**src/rtl/mem_req_scheduler.sv**
```systemverilog
// Arbitrates the single memory port between instruction fetch and the data/TLB side,
// holding the granted request stable until memory completes. Watchdog: MEM_SCHED_WDOG_EN.
module mem_req_scheduler #(
  parameter int ADDR_WIDTH       = 16,
  parameter int CACHE_LINE_WIDTH = 256,
  parameter int WDOG_CYCLES      = 64
) (
  input  logic                        clk_i,
  input  logic                        reset_i,
  input  logic                        petitionInstr_i,
  input  logic [ADDR_WIDTH-1:0]       addressInstr_i,
  output logic                        serviceReadyInstr_o,
  input  logic                        petitionDat_i,
  input  logic [ADDR_WIDTH-1:0]       addressDat_i,
  input  logic                        weDat_i,
  input  logic [CACHE_LINE_WIDTH-1:0] dataWriteDat_i,
  output logic                        serviceReadyDat_o,
  output logic                        petitionMem_o,
  output logic [ADDR_WIDTH-1:0]       addressMem_o,
  output logic                        weMem_o,
  output logic [CACHE_LINE_WIDTH-1:0] dataWriteMem_o,
  input  logic                        serviceReadyMem_i,
  output logic                        busy_o,
  output logic                        grantDat_o,
  output logic                        timeout_o
);

  // state   | meaning
  // IDLE    | no owner; petitions sampled and arbitrated
  // GNT_I   | fetch owns memory, request held stable
  // GNT_D   | data side owns memory, request held stable
  // RELEASE | one-cycle gap so requesters can drop their petitions
  typedef enum logic [1:0] {IDLE, GNT_I, GNT_D, RELEASE} state_e;

  state_e                      state_q;
  logic                        last_grant_dat_q;
  logic [ADDR_WIDTH-1:0]       addr_q;
  logic                        we_q;
  logic [CACHE_LINE_WIDTH-1:0] data_q;
  logic                        in_gnt;
  logic                        wdog_fire;
  logic                        done;

  assign in_gnt = (state_q == GNT_I) || (state_q == GNT_D);

`ifdef MEM_SCHED_WDOG_EN
  logic [7:0] wdog_q;

  assign wdog_fire = in_gnt && !serviceReadyMem_i && (wdog_q == 8'(WDOG_CYCLES - 1));

  // Cleared while IDLE, which every grant passes through, so it starts at 0 in GNT_x.
  always_ff @(posedge clk_i) begin
    if (reset_i) begin
      wdog_q <= 8'd0;
    end else if (state_q == IDLE) begin
      wdog_q <= 8'd0;
    end else if (in_gnt && !serviceReadyMem_i) begin
      wdog_q <= wdog_q + 8'd1;
    end
  end
`else
  assign wdog_fire = 1'b0;
`endif

  assign done = in_gnt && (serviceReadyMem_i || wdog_fire);

  always_ff @(posedge clk_i) begin
    if (reset_i) begin
      state_q          <= IDLE;
      last_grant_dat_q <= 1'b0;
      addr_q           <= '0;
      we_q             <= 1'b0;
      data_q           <= '0;
    end else begin
      case (state_q)
        IDLE: begin
          if (petitionInstr_i && (!petitionDat_i || last_grant_dat_q)) begin
            state_q <= GNT_I;
            addr_q  <= addressInstr_i;
            we_q    <= 1'b0;
          end else if (petitionDat_i) begin
            state_q <= GNT_D;
            addr_q  <= addressDat_i;
            we_q    <= weDat_i;
            data_q  <= dataWriteDat_i;
          end
        end
        GNT_I: begin
          if (done) begin
            last_grant_dat_q <= 1'b0;
            state_q          <= RELEASE;
          end
        end
        GNT_D: begin
          if (done) begin
            last_grant_dat_q <= 1'b1;
            state_q          <= RELEASE;
          end
        end
        RELEASE: state_q <= IDLE;
        default: state_q <= IDLE;
      endcase
    end
  end

  assign petitionMem_o       = in_gnt;
  assign busy_o              = (state_q != IDLE);
  assign grantDat_o          = (state_q == GNT_D);
  assign addressMem_o        = addr_q;
  assign weMem_o             = we_q;
  assign dataWriteMem_o      = data_q;
  assign serviceReadyInstr_o = done && (state_q == GNT_I);
  assign serviceReadyDat_o   = done && (state_q == GNT_D);
  assign timeout_o           = wdog_fire;

endmodule
```
**config.mk**
```make
export PLATFORM = sky130hd
export DESIGN_NAME = mem_req_scheduler
export DESIGN_NICKNAME = d
export VERILOG_FILES = /design/src/rtl/mem_req_scheduler.sv
export SDC_FILE = /design/constraint.sdc
export NUM_CORES = 1
export LEC_CHECK = 0
export ABC_AREA = 1
export ABC_CLOCK_PERIOD_IN_PS = 3890
export BUFFER_PORTS_ARGS = -buffer_cell sky130_fd_sc_hd__buf_2
export CAP_MARGIN = 15
export CORE_AREA = 2 2 222 224
export CTS_BUF_LIST = sky130_fd_sc_hd__clkbuf_8
export DETAILED_ROUTE_END_ITERATION = 8
export DIE_AREA = 0 0 224 226
export GPL_TIMING_DRIVEN = 0
export PLACE_DENSITY = 0.56
export SKIP_LAST_GASP = 1
export SLEW_MARGIN = 20
export SYNTH_ARGS = -nofsm -noshare
export SYNTH_HDL_FRONTEND = slang
export SYNTH_SLANG_ARGS = --single-unit
export TNS_END_PERCENT = 30
```
**constraint.sdc**
```tcl
create_clock -name clk_i -period 3.89 [get_ports clk_i]
set_clock_uncertainty 0.05 [all_clocks]
set_input_delay 0.778 -clock clk_i [delete_from_list [all_inputs] [get_ports clk_i]]
set_output_delay 0.778 -clock clk_i [all_outputs]
set_load 0.005 [all_outputs]
```
Yosys cells after proc, flatten, opt, wreduce, memory -nomap -nowiden:

Index checks and enable logic that the tools add are counted.

* add/sub/neg operators: 0
* multiply operators: 0
* div/mod/pow operators: 0
* magnitude comparators: 0
* equal/unequal tests: 7
* shift-type cells: 0
* multiplexer cells: 11
* bitwise logic cells: 1
* reductions and logical operators: 16

Operator list (count)
* 2-to-1 mux 16 bit: 2
* 2-to-1 mux 2 bit: 3
* case mux 2 bit (3 select lines): 1
* AND reduction 3 bit: 2
* nonzero test 2 bit: 3
* == test 2 bit, second input constant: 2
* logical AND 1 bit: 4
* 2-to-1 mux 1 bit: 4
* != test 2 x 1 -> 1 bit, second input constant: 2
* AND reduction 2 bit: 2
* != test 3 bit, second input constant: 1
* == test 2 x 1 -> 1 bit, second input constant: 1
* zero test 2 bit: 1
* logical OR 1 bit: 2
* != test 2 bit, second input constant: 1
* case mux 1 bit (2 select lines): 1
* OR reduction 2 bit: 1
* zero test 1 bit: 1
* inverter 1 bit: 1

* bits in registers: 276
* latch bits: 0
* memory bits (writable): 0
* ROM bits: 0
* output and inout bits: 279
* logic and storage cells: 40
* memories: 0

Longest topological paths before layout:

Gate-level depths: netlist (run 1).

* word-level depth: 5
* depth in mapped cells: 8
* mapped depth without buffers: 8

Least setup slack after synthesis (run 1):

Ideal clock, no wire load.

* path type: input to register
* from: input port petitionInstr_i
* to: register data_q[212], in the netlist dataWriteMem_o[212]
* arrival: 1604 ps
* slack: 2120 ps
* stages on the path: 7
* cells stage by stage: buf_6 > a21oi_2 > nand2_2 > buf_4 > clkbuf_1 > o21ai_0 > nor2_1

* longest elaborated chain between the ends: 3

Ends and longest elaborated chain
* start: declaration: line 10 `input logic petitionInstr_i,`
* logical AND 1 bit: line 77 `if (petitionInstr_i && (!petitionDat_i || last_grant_dat_q)) begin`
* inverter 1 bit (no source line)
* AND reduction 3 bit (no source line)
* end signal: assignment: line 85 `data_q <= dataWriteDat_i;`
* end: declaration: line 39 `logic [CACHE_LINE_WIDTH-1:0] data_q;`

Every way passes these cells.
A chain may end at the register's enable or synchronous reset.

==> impl_metrics.yaml, run 1 <==
run_status:
  status: "finished clean"
die:
  io-pin-count: 573
  start_util_pct: 20.7
  core-area_um2: 48300
  die_h_um: 226
  die_area_um2: 50600
  die-width_um: 224
  core.rowCount: 81
clocking:
  cts-resized-gates: 0
  clockBufferDepth: 3
  cts_tree: "yes"
  cts-root-buf: "clkbuf_8"
  clkSinkCount: 276
  cts_hold_buf: 0
  cts.htree.levels: 2
  clkSlewWorstSetupHoldPaths_ps: 60
  numCtsBuffers: 48
  post-cts-setup-buffers: 0
  clk_latency_ps: 570
route:
  drt.antenna.violating_nets: 0
  route.detailed.drc: 0
  drtPass1Iterations: 5
  drtIter0Drc: 328
  vias: 10600
  vias_per_cell: 4.15
  wl_per_cell_um: 15.0
  wl_mm: 38.4
job:
  max_cap_viol_count: 0
place:
  dp.final_hpwl_mm: 30.4
  portBuffers: 570
  gp_congestion: 0.892
sta:
  fin_setup_tns_ps: 0
  drv_slew: 0
  fin_crit_sh_pct: 73.8
  finalHoldViolCount: 0
  worst_slew_pin_slew_ps: 943
  fmax_ghz: 0.348
  setup_viol: 0
  relSlewSlack_pct: 37.1
  rsz0062_at_grt: "false"
  finalCriticalPeriod_ps: 2870
final_layout:
  fillers: 5292
  post-route-util_pct: 30.3
  layout_common_cells: "buf_2 (579), nor2_1 (521), dfxtp_1 (276)"
  area_growth_pct: 46.5
  regArea_um2: 5530
  layout-drive-gt1-share_pct: 36.5
  fin_nets: 2201
  final_common_cell: "buf_2"
  multi_input_area_um2: 3780
worst_setup_path:
  worst-path-max-fanout: 10
  cp-start-kind: "input port"
  endpoint_kind: "flip-flop"
  critical_path_class: "input port to flip-flop"
  crit_required_ps: 4360
  arrival_ps: 3340
global_route:
  grt_max_degree: 13
  antenna_found_initial: 7
  grt_overflow: 0
  grt_pass1_wl_mm: 56.5
  track_usage_pct: 14.3
  grt_pass1_vias: 10300
power_and_ir_drop:
  p_sw_share_pct: 36.0
  peakVddDrop_mv: 0.353
  power.switching_mw: 3.86
  comb_power_share_pct: 35.6
  p_leak_nw: 7.35
  p_total_mw: 10.7
  p_int_mw: 6.87
  p_per_area_nw_per_um2: 731
  clockPowerShare_pct: 26.0
  p_seq_share_pct: 38.4
synth:
  synthDistinctLibCells: 23
  synth_seq_area_share_pct: 55.2
  yosysWarnings: 0
  synth_top_cell_area_share_pct: 55.2
  syn_inst: 1284
  synth_seq_cells: 276
  synth_top_area_cell: "dfxtp_1"
  syn_nets: 1581
  synth_area_per_cell_um2: 7.80
  syn-cell-area_um2: 10000
  synth_area_leaders: "dfxtp_1 (55%), nor2_1 (20%), o21ai_0 (12%)"
min_path:
  hp-class: "input port to flip-flop"
path summary, 6_finish.rpt:
path                                          from                  end  slack [ps]  cells after the start
worst max-delay path                       reset_i  dataWriteMem_o[105]        1020                      6
worst min-delay path            dataWriteDat_i[90]   dataWriteMem_o[90]         370                      3
worst max register to register          state_q[0]  dataWriteMem_o[105]        1320                      7
worst min register to register    addressMem_o[12]     addressMem_o[12]         410                      2
Yosys cell counts:
cell / number
nor2_4: 1
o21ai_0: 250
dfxtp_1: 276
o21ai_1: 6
buf_2: 9
ha_1: 3
nand3_1: 18
conb_1: 1
clkinv_2: 1
a21oi_1: 18
nor2_1: 521
nand2_1: 47
nand2_2: 2
clkbuf_1: 35
buf_4: 7
inv_2: 2
inv_1: 28
nor3_1: 1
clkbuf_2: 19
nand3b_1: 14
a211oi_1: 1
a21oi_2: 1
buf_6: 23
registers in the layout, indices dropped and copies added (netlist names):
name	count
last_grant_dat_q	1
dataWriteMem_o	256
weMem_o	1
state_q	2
addressMem_o	16
area by class of cell:
type / count / area share, %
multi-input cells: 884 / 25.8
flip-flops and latches: 276 / 37.7
plain buffers: 93 / 3.98
inverters: 31 / 0.802
well taps: 622 / 5.31
clock buffers: 67 / 6.29
repair buffers: 570 / 19.5
diodes: 1 / 0.0171
clock inverters: 16 / 0.666
metal layers:
metal  track usage, %  routed length [um]
met2             24.8               18700
met5                0                  36
met4             5.10                1050
met3             5.58                3480
met1             15.9               15200
cell families after synthesis:
family          share of synthesized area (%)
flops                                    55.2
simple gates                             23.5
compound gates                           13.9
fa+ha+maj                               0.375
other cells                            0.0375
buf+inv                                  7.00
worst max-delay path: stages:
cell and delay, ps:
buf_2 120, inv_1 230, clkbuf_1 640, clkbuf_1 770, o21ai_0 590, nor2_1 190
per-stage QoR:
stage,cells,worst slack (ps),instance area [um^2],hold slack [ps]
after floorplan,1284,2120,10000,410
after global placement,2476,324,13600,402
after detailed placement,2476,252,13600,401
after CTS,2559,924,14700,313
after global routing,2560,836,14700,329
final,2560,1020,14700,374
power groups by stage:
| stage | Clock (mW) | Sequential (mW) | Combinational, mW |
|---|---|---|---|
| after floorplan | 0 | 4.23 | 2.04 |
| after global placement | 0 | 4.13 | 3.83 |
| after detailed placement | 0 | 4.17 | 3.88 |
| after CTS | 2.89 | 4.12 | 3.89 |
| after global routing | 3.02 | 4.21 | 4.36 |
| final | 2.78 | 4.12 | 3.82 |
Note: power is estimated with default switching activity, not from simulation.
==> run 2, diff against run 1 <==
--- a/config.mk
+++ b/config.mk
@@ -6,7 +6,7 @@
 export NUM_CORES = 1
 export LEC_CHECK = 0
 export ABC_AREA = 1
-export ABC_CLOCK_PERIOD_IN_PS = 3890
+export ABC_CLOCK_PERIOD_IN_PS = 2400
 export BUFFER_PORTS_ARGS = -buffer_cell sky130_fd_sc_hd__buf_2
 export CAP_MARGIN = 15
 export CORE_AREA = 2 2 222 224
@@ -14,7 +14,7 @@
 export DETAILED_ROUTE_END_ITERATION = 8
 export DIE_AREA = 0 0 224 226
 export GPL_TIMING_DRIVEN = 0
-export PLACE_DENSITY = 0.56
+export PLACE_DENSITY = 0.57
 export SKIP_LAST_GASP = 1
 export SLEW_MARGIN = 20
 export SYNTH_ARGS = -nofsm -noshare
==> constraint.sdc (replaced) <==
create_clock -name clk_i -period 2.4 [get_ports clk_i]
set_clock_uncertainty 0.05 [all_clocks]
set_input_delay 0.48 -clock clk_i [delete_from_list [all_inputs] [get_ports clk_i]]
set_output_delay 0.48 -clock clk_i [all_outputs]
set_load 0.005 [all_outputs]
==> impl_metrics.yaml, run 2 (synthesis gave the netlist of run 1 again) <==
clocking:
  cts_tree: "yes"
  clk_latency_ps: 580
  post-cts-setup-buffers: 0
  cts-root-buf: "clkbuf_8"
  clkSinkCount: 276
  cts.htree.levels: 2
  numCtsBuffers: 49
  clockBufferDepth: 3
  cts-resized-gates: 0
  cts_hold_buf: 0
  clkSlewWorstSetupHoldPaths_ps: 60
die:
  start_util_pct: 20.7
  core-area_um2: 48300
  die-width_um: 224
  io-pin-count: 573
  core.rowCount: 81
  die_h_um: 226
  die_area_um2: 50600
final_layout:
  final_common_cell: "buf_2"
  multi_input_area_um2: 3780
  largest_register_ffs: 256
  fin_nets: 2202
  fin_cells: 2566
  area_growth_pct: 46.4
  layout-drive-gt1-share_pct: 36.6
  post-route-cell-area_um2: 14700
  post-route-util_pct: 30.3
  layout_common_cells: "buf_2 (579), nor2_1 (521), dfxtp_1 (276)"
  fillers: 5331
  regArea_um2: 5530
global_route:
  grt_pass1_wl_mm: 56.3
  grt_pass1_vias: 10200
  antenna_found_initial: 5
  grt_max_degree: 13
  track_usage_pct: 14.2
  grt_overflow: 0
route:
  vias: 10700
  drtIter0Drc: 448
  vias_per_cell: 4.17
  drtPass1Iterations: 5
  wl_per_cell_um: 14.9
  wl_mm: 38.3
  route.detailed.drc: 0
  drt.antenna.violating_nets: 0
sta:
  relSlewSlack_pct: 45.0
  finalHoldViolCount: 0
  drv_slew: 0
  timing.hold.ws_ps: 86.5
  setup_ws_ps: 202
  finalCriticalPeriod_ps: 2200
  fin_crit_sh_pct: 91.6
  worst_slew_pin_slew_ps: 825
  rsz0062_at_grt: "false"
  fmax_ghz: 0.455
  setup_viol: 0
worst_setup_path:
  reg2reg_slack_ps: 300
  critical_path_class: "flip-flop to output pin"
  crit_required_ps: 1870
  cp-start-kind: "flip-flop"
  worst-path-max-fanout: 6
  endpoint_kind: "output pin"
  arrival_ps: 1670
place:
  placed_cells: 2476
  place_ws_ps: -200
  placed_area_um2: 13600
  gp_congestion: 0.863
  portBuffers: 570
  dp.final_hpwl_mm: 30.6
power_and_ir_drop:
  p_sw_share_pct: 36.3
  p_seq_share_pct: 38.8
  comb_power_share_pct: 35.6
  p_per_area_nw_per_um2: 1180
  p_leak_nw: 7.35
  clockPowerShare_pct: 25.6
  p_int_mw: 11.0
  power.switching_mw: 6.28
  peakVddDrop_mv: 0.413
job:
  max_cap_viol_count: 0
run_status:
  status: "finished clean"
min_path:
  hp-class: "input port to flip-flop"
==> run 2: cell count changes in the layout (fill, tap and decap cells not counted), sizes merged <==
cell and delta:
clkinvlp +1, inv +1, clkbuf -1, bufinv -1, clkinv +6
==> run 2: final timing paths <==
path                                         start  cells past startpoint                   to
worst max-delay path                    state_q[0]                      5  serviceReadyInstr_o
worst max register to register          state_q[0]                      7  dataWriteMem_o[178]
worst min register to register    addressMem_o[13]                      2     addressMem_o[13]
worst min-delay path            dataWriteDat_i[79]                      3   dataWriteMem_o[79]
==> run 2: metrics by stage <==
stage               setup TNS, ps  power (mW)
detailed placement          -3100        13.0
CTS                             0        17.6
global placement             -211        12.9
finish                          0        17.3
global route                    0        18.7
floorplan                       0        10.1
==> run 2: area by class of cell <==
class / instances / share of cell area (%)
well taps: 622 / 5.31
clock inverters: 23 / 0.726
clock buffers: 66 / 6.20
plain buffers: 93 / 3.98
diodes: 1 / 0.0171
multi-input cells: 884 / 25.8
inverters: 31 / 0.802
flip-flops and latches: 276 / 37.7
repair buffers: 570 / 19.5
==> run 2: critical path: stages, from the launching register on <==
cell and delay, ps:
dfxtp_1 350, inv_1 70, ha_1 390, nand2_1 70
nor2_1 80, buf_2 130
==> run 2: power groups by stage <==
stage	clock network, mW	logic [mW]	registers [mW]
after global placement	0	6.14	6.72
after floorplan	0	3.30	6.85
final	4.42	6.16	6.71
after CTS	4.60	6.25	6.71
after detailed placement	0	6.24	6.79
after global routing	4.81	6.99	6.86
==> run 2: metal layers <==
layer  vias up  GRT usage (%)  wire length, um
met5         -              0               41
met4         6           5.01              994
met3        79           5.05             3320
met2       417           24.5            18500
met1      4854           16.2            15500
li1       5351              -                -
